File: src/rtl/corefifo_gray_bin_pipe.sv
// Pipelined Gray<->binary pointer converter with valid/ready handshake,
// per-item direction select and a sticky illegal-Gray-transition detector.
module corefifo_gray_bin_pipe #(
  parameter int ADDRWIDTH   = 3,
  parameter int PIPE_STAGES = 2,
  parameter int MODE        = 2
) (
  input  logic               clk,
  input  logic               reset,
  input  logic               in_valid,
  output logic               in_ready,
  input  logic               dir_in,
  input  logic [ADDRWIDTH:0] data_in,
  output logic               out_valid,
  input  logic               out_ready,
  output logic [ADDRWIDTH:0] data_out,
  output logic               gray_err,
  input  logic               err_clr
);
  localparam int unsigned W = ADDRWIDTH + 1;
  localparam int unsigned S = PIPE_STAGES;

  // Exclusive top bit of slice k; slices run MSB-first, wider ones first.
  function automatic int unsigned slice_top(input int unsigned k);
    int unsigned top;
    top = W;
    for (int unsigned j = 0; j < k; j++) begin
      top = top - (W / S) - ((j < (W % S)) ? 32'd1 : 32'd0);
    end
    return top;
  endfunction

  logic [S-1:0] vld_q;
  logic [W-1:0] data_q  [S];
  logic         dir_q   [S];
  logic         carry_q [S];

  logic [S-1:0] vld_d;
  logic [W-1:0] data_d  [S];
  logic         dir_d   [S];
  logic         carry_d [S];
  logic [S-1:0] load;
  logic         dir_eff;

  always_comb begin
    if (MODE == 0) begin
      dir_eff = 1'b0;
    end else if (MODE == 1) begin
      dir_eff = 1'b1;
    end else begin
      dir_eff = dir_in;
    end
  end

  // A stage may load unless it and every stage after it are full and stalled.
  always_comb begin
    logic full_run;
    full_run = 1'b1;
    load     = '0;
    for (int unsigned j = 0; j < S; j++) begin
      full_run        = full_run & vld_q[S-1-j];
      load[S-1-j]     = !full_run | out_ready;
    end
  end

  assign in_ready = load[0] & !reset;

  // Carry is the converted bit above the slice for Gray->bin, the raw bit for bin->Gray.
  always_comb begin
    logic [W-1:0] din;
    logic [W-1:0] dout;
    logic         c;
    for (int unsigned k = 0; k < S; k++) begin
      if (k == 0) begin
        din      = data_in;
        dir_d[k] = dir_eff;
        c        = 1'b0;
        vld_d[k] = in_valid;
      end else begin
        din      = data_q[k-1];
        dir_d[k] = dir_q[k-1];
        c        = carry_q[k-1];
        vld_d[k] = vld_q[k-1];
      end
      dout = din;
      for (int unsigned j = 0; j < W; j++) begin
        if (((W - 1 - j) < slice_top(k)) && ((W - 1 - j) >= slice_top(k + 1))) begin
          dout[W-1-j] = din[W-1-j] ^ c;
          c           = dir_d[k] ? din[W-1-j] : dout[W-1-j];
        end
      end
      data_d[k]  = dout;
      carry_d[k] = c;
    end
  end

  always_ff @(posedge clk or posedge reset) begin
    if (reset) begin
      vld_q <= '0;
      for (int unsigned k = 0; k < S; k++) begin
        data_q[k]  <= '0;
        dir_q[k]   <= 1'b0;
        carry_q[k] <= 1'b0;
      end
    end else begin
      for (int unsigned k = 0; k < S; k++) begin
        if (load[k]) begin
          vld_q[k] <= vld_d[k];
          if (vld_d[k]) begin
            data_q[k]  <= data_d[k];
            dir_q[k]   <= dir_d[k];
            carry_q[k] <= carry_d[k];
          end
        end
      end
    end
  end

  assign out_valid = vld_q[S-1];
  assign data_out  = data_q[S-1];

  logic [W-1:0] hist_q, hist_d, diff;
  logic         hist_vld_q, hist_vld_d;
  logic         err_q, err_d;
  logic         gray_acc;

  // diff & (diff-1) is nonzero exactly when more than one bit changed.
  always_comb begin
    gray_acc   = in_valid & in_ready & !dir_eff;
    diff       = data_in ^ hist_q;
    err_d      = err_q;
    hist_d     = hist_q;
    hist_vld_d = hist_vld_q;
    if (gray_acc) begin
      hist_d     = data_in;
      hist_vld_d = 1'b1;
      if (hist_vld_q && ((diff & (diff - 1'b1)) != '0)) begin
        err_d = 1'b1;
      end
    end
    if (err_clr) begin
      err_d = 1'b0;
      if (!gray_acc) begin
        hist_vld_d = 1'b0;
      end
    end
  end

  always_ff @(posedge clk or posedge reset) begin
    if (reset) begin
      hist_q     <= '0;
      hist_vld_q <= 1'b0;
      err_q      <= 1'b0;
    end else begin
      hist_q     <= hist_d;
      hist_vld_q <= hist_vld_d;
      err_q      <= err_d;
    end
  end

  assign gray_err = err_q;

endmodule

File: config.mk
export PLATFORM = sky130hd
export DESIGN_NAME = corefifo_gray_bin_pipe
export DESIGN_NICKNAME = d
export VERILOG_FILES = /design/src/rtl/corefifo_gray_bin_pipe.sv
export SDC_FILE = /design/constraint.sdc
export NUM_CORES = 1
export LEC_CHECK = 0
export ABC_AREA = 1
export ABC_CLOCK_PERIOD_IN_PS = 2700
export CAP_MARGIN = 15
export CORE_MARGIN = 2
export CORE_UTILIZATION = 64
export DETAILED_ROUTE_END_ITERATION = 16
export DONT_BUFFER_PORTS = 1
export PLACE_DENSITY = 0.81
export REMOVE_ABC_BUFFERS = 1
export SETUP_SLACK_MARGIN = 0.3
export SLEW_MARGIN = 15
export SYNTH_ARGS = -nofsm -noshare
export SYNTH_HDL_FRONTEND = slang
export SYNTH_SLANG_ARGS = --single-unit
File: constraint.sdc
create_clock -name clk -period 2.7 [get_ports clk]
set_clock_uncertainty 0.05 [all_clocks]
set_input_delay 0.27 -clock clk [delete_from_list [all_inputs] [get_ports clk]]
set_output_delay 0.27 -clock clk [all_outputs]
set_load 0.01 [all_outputs]
; Word-level counts from Yosys, hierarchy flattened
; Index checks and enable logic that the tools add are counted.
[totals]
regBits = 18
[classes]
n_reduce_logical = 11
n_bitwise = 11
muxes = 8
addsub = 1
[ops]
columns = cell, count
row1 = $mux W1, 8
row2 = $reduce_and A2 Y1, 3
row3 = $and A1 B1 Y1, 4
row4 = $and A4 B4 Y4, 1
row5 = $logic_not A1 Y1, 4
row6 = $reduce_bool A2 Y1, 2
row7 = $reduce_bool A4 Y1, 1
row8 = $sub A4 B1 Y4 const B, 1
row9 = $xor A4 B4 Y4, 1
row10 = $xor A1 B1 Y1, 3
row11 = $or A1 B1 Y1, 2
row12 = $logic_and A1 B1 Y1, 1

; Depth between registers and ports, before layout
[depth]
ltp_word = 9
depth_mapped = 9
ltp_nobuf = 9

; Worst setup path after synthesis
; OpenSTA, ideal clock, no wires.
[synth_timing]
path_kind = register -> register
from = register vld_q[1]
to = register err_q, in the netlist gray_err
t_required_ps = 2577
setup_slack_ps = 1574
arrival_ps = 1003
period_less_slack_ps = 1126
setup_time_ps = 73
path_stages_with_launch = 8
cell_sequence = dfrtp_1 nand2_4 nor2_4 nor2_8 nand2_4 nor2_2 nand2_1 a21oi_2
[synth_via]
elab_chain_cells = 8
[synth_rtl]
columns = element, line_no
row1 = start: declaration, 33  ; logic [S-1:0] vld_q;
row2 = start signal: indexed assignment, 108  ; vld_q[k] <= vld_d[k];
row3 = $and A1 B1 Y1, 61  ; full_run = full_run & vld_q[S-1-j];
row4 = $logic_not A1 Y1, 62  ; load[S-1-j] = !full_run | out_ready;
row5 = $or A1 B1 Y1, 62
row6 = $and A1 B1 Y1, 66  ; assign in_ready = load[0] & !reset;
row7 = $and A1 B1 Y1 (2 in series), 129  ; gray_acc = in_valid & in_ready & !dir_eff;
row8 = $reduce_bool A2 Y1 (no source line), --
row9 = $reduce_and A2 Y1 (no source line), --
row10 = end signal: assignment, 157  ; err_q <= err_d;
row11 = end: declaration, 124  ; logic err_q, err_d;
; No other way between the ends.
; A chain may end at the register's enable or synchronous reset.

; Worst setup path after layout
[layout_timing]
from = register vld_q[1]
to = output in_ready
[layout_via]
elab_chain_cells = 4
[layout_rtl]
columns = element, line_no
row1 = $and A1 B1 Y1, 61
row2 = $logic_not A1 Y1, 62
row3 = $or A1 B1 Y1, 62
row4 = $and A1 B1 Y1, 66
row5 = end: declaration, 11  ; output logic in_ready,
; No other way between the ends.

==> out/metrics.yaml <==
maxCapViolations: 0
post-route-drc-count: 0
max-clock-path-buffers: 2
synth_top_family_by_area: "simple AND/OR/NAND/NOR gates"
ant_nets: 0
first_iter_violations: 13
route.vias.total: 702
ios: 17
slew_violations: 0
diodes: 0
pwr_density_cell_nw_per_um2: 655
die_area_um2: 1760
setup_tns_ns: 0
avgRoutedWirePerCell_um: 10.9
worst_slew_pin_slew_ns: 0.656
start_util_pct: 69.8
grt_pass1_wl_um: 2510
grtUsageTotal_pct: 18.9
htreeDepth: 1
cts_tree: "built"
synth_compound_area_share_pct: 8.30
cts_hold_buf: 2
drive_above_1_share_pct: 9.17
fmax_mhz: 703
clk_latency_ns: 0.29
worst_setup_path_end_kind: "output pin"
holdWs_ns: 0.0354
num_rows: 13
cts-buffers-inserted: 3
place_hpwl_um: 1110
cp-start-kind: "flip-flop"
synthAdderAreaFrac_pct: 0
yosysTopAreaCellShare_pct: 49.0
grt_max_degree: 19
num-fill-cells: 104
period_minus_slack_ns: 1.42
cts.sinks: 18
die_h_um: 41.9
dp_cells: 128
status: "finished clean"
cts_resized: 0
finalInstanceArea_um2: 975
areaGrowthSynthToFinish_pct: 5.99
hold_path.class: "in2reg"
avgSynthCellArea_um2: 7.86
drt_first_pass_iters: 4
multiInputGateArea_um2: 375
postCtsSetupBuffers: 0
grt_overflow_total: 0
fin_nets: 131
ys_top_cells_by_area: "dfrtp_1 (49%), nand2_1 (21%), o21ai_0 (6.5%), inv_1 (6.5%), buf_4 (3.3%)"
vias_per_cell: 5.20
wirelength_um: 1470
syn-cell-area_um2: 920
grt_setup_unrepaired: "no"
grt_pass1_vias: 619
irDropWorstVdd_mv: 0.535
seqCellArea_um2: 450
min_period_over_period_pct: 52.7
muxShareOfSynthArea_pct: 0
crit_path_max_fanout: 4
ys_seq_area_share_pct: 49.0
hold_violations: 0
cts_root_buf: "clkbuf_4"
chipWidth_um: 41.9
core_area_um2: 1320
yosys_warnings: 0
placement.io_buffers: 0
grt_antenna_before_repair: 0
synth-xor-area-share_pct: 2.86
cp_data_arrival_time_ns: 1.10
criticalPathCategory: "reg2out"
crit_required_ns: 2.38
final_cells: 135
clkSlewWorstSetupHoldPaths_ns: 0.10
synth_cells: 117
leakage_nw: 0.536
synth-simple-area-share_pct: 29.7
globalplace.congestion: 0.818
ys_ff_latch: 18
placed_cell_area_um2: 908
yosysUniqueCellTypes: 16
setup_viol: 0
yosys.area.top_type: "dfrtp_1"
maxSlewHeadroom_pct: 56.2
## layout make-up
type                    count  area share [%]
flip-flops and latches     18            46.2
multi-input cells          78            38.5
inverters                  17            6.55
clock buffers               4            3.72
repair buffers              3            3.08
well taps                  15            1.93
## cells in the mapped netlist, drive strengths merged
master  instances
a21oi           1
buf             4
dfrtp          18
inv            17
nand2          54
nand3           2
nor2            5
o211ai          1
o21ai          12
xnor2           1
xor2            2
## worst max-delay path, cell delays in order, from the launching register on
cell and delay [ns]:
dfrtp_1 0.45, nand2_4 0.09, nor2_4 0.17, nor2_1 0.10
## stage by stage
stage	setup slack, ns	utilization [%]	power [W]
2_1_floorplan	1.57	-	0.000452
3_3_place_gp	1.53	68.9	0.000471
3_5_place_dp	1.50	68.9	0.000477
4_1_cts	1.27	73.2	0.000644
5_1_grt	1.24	74.0	0.000680
6_report	1.28	74.0	0.000638
## cell families after synthesis
group           Yosys count
xor+xnor                  3
compound gates           14
flops                    18
simple gates             61
buf+inv                  21
## registers in the layout (all words and copies together), names as in the netlist, 2 cells and up
register / count
data_d: 2
data_out: 4
data_q: 2
hist_q: 4
vld_q: 2
## layer usage
layer / vias up / track usage (%) / routed length, um / share of wire (%)
li1: 357 / - / - / -
met1: 324 / 24.7 / 698 / 47
met2: 16 / 29.7 / 672 / 46
met3: 5 / 3.48 / 63 / 4.3
met4: 0 / 9.68 / 40 / 2.7
met5: - / 0 / 0 / 0
## final timing paths
kind	start	endpoint	slack (ns)	cells past startpoint
min in group asynchronous	reset	vld_q[0]	0.46	2
max in group asynchronous	reset	data_q[4]	1.72	2
worst min register to register	data_d[2]	data_out[2]	0.43	2
worst min-delay path	dir_in	dir_d[0]	0.04	2
worst max-delay path	vld_q[1]	in_ready	1.28	3
worst max register to register	vld_q[1]	gray_err	1.47	7
## power breakdown
part	internal, W	total (W)	switching [W]	leakage [nW]
Combinational	0.0000474	0.000123	0.0000756	0.293
Clock	0.0000822	0.000164	0.0000814	0.0210
Sequential	0.000313	0.000351	0.0000384	0.222
## cells in the final DEF (no fill, tap or decap)
cell type / n
a21oi_2: 1
clkbuf_4: 3
clkbuf_8: 1
dfrtp_1: 18
dlygate4sd3_1: 3
inv_1: 16
inv_2: 1
nand2_1: 52
nand2_4: 2
nand3_1: 2
nor2_1: 2
nor2_2: 1
nor2_4: 1
nor2_8: 1
o211ai_1: 1
o21ai_0: 12
xnor2_1: 1
xor2_1: 2
Power figures use the tool's default switching activity.
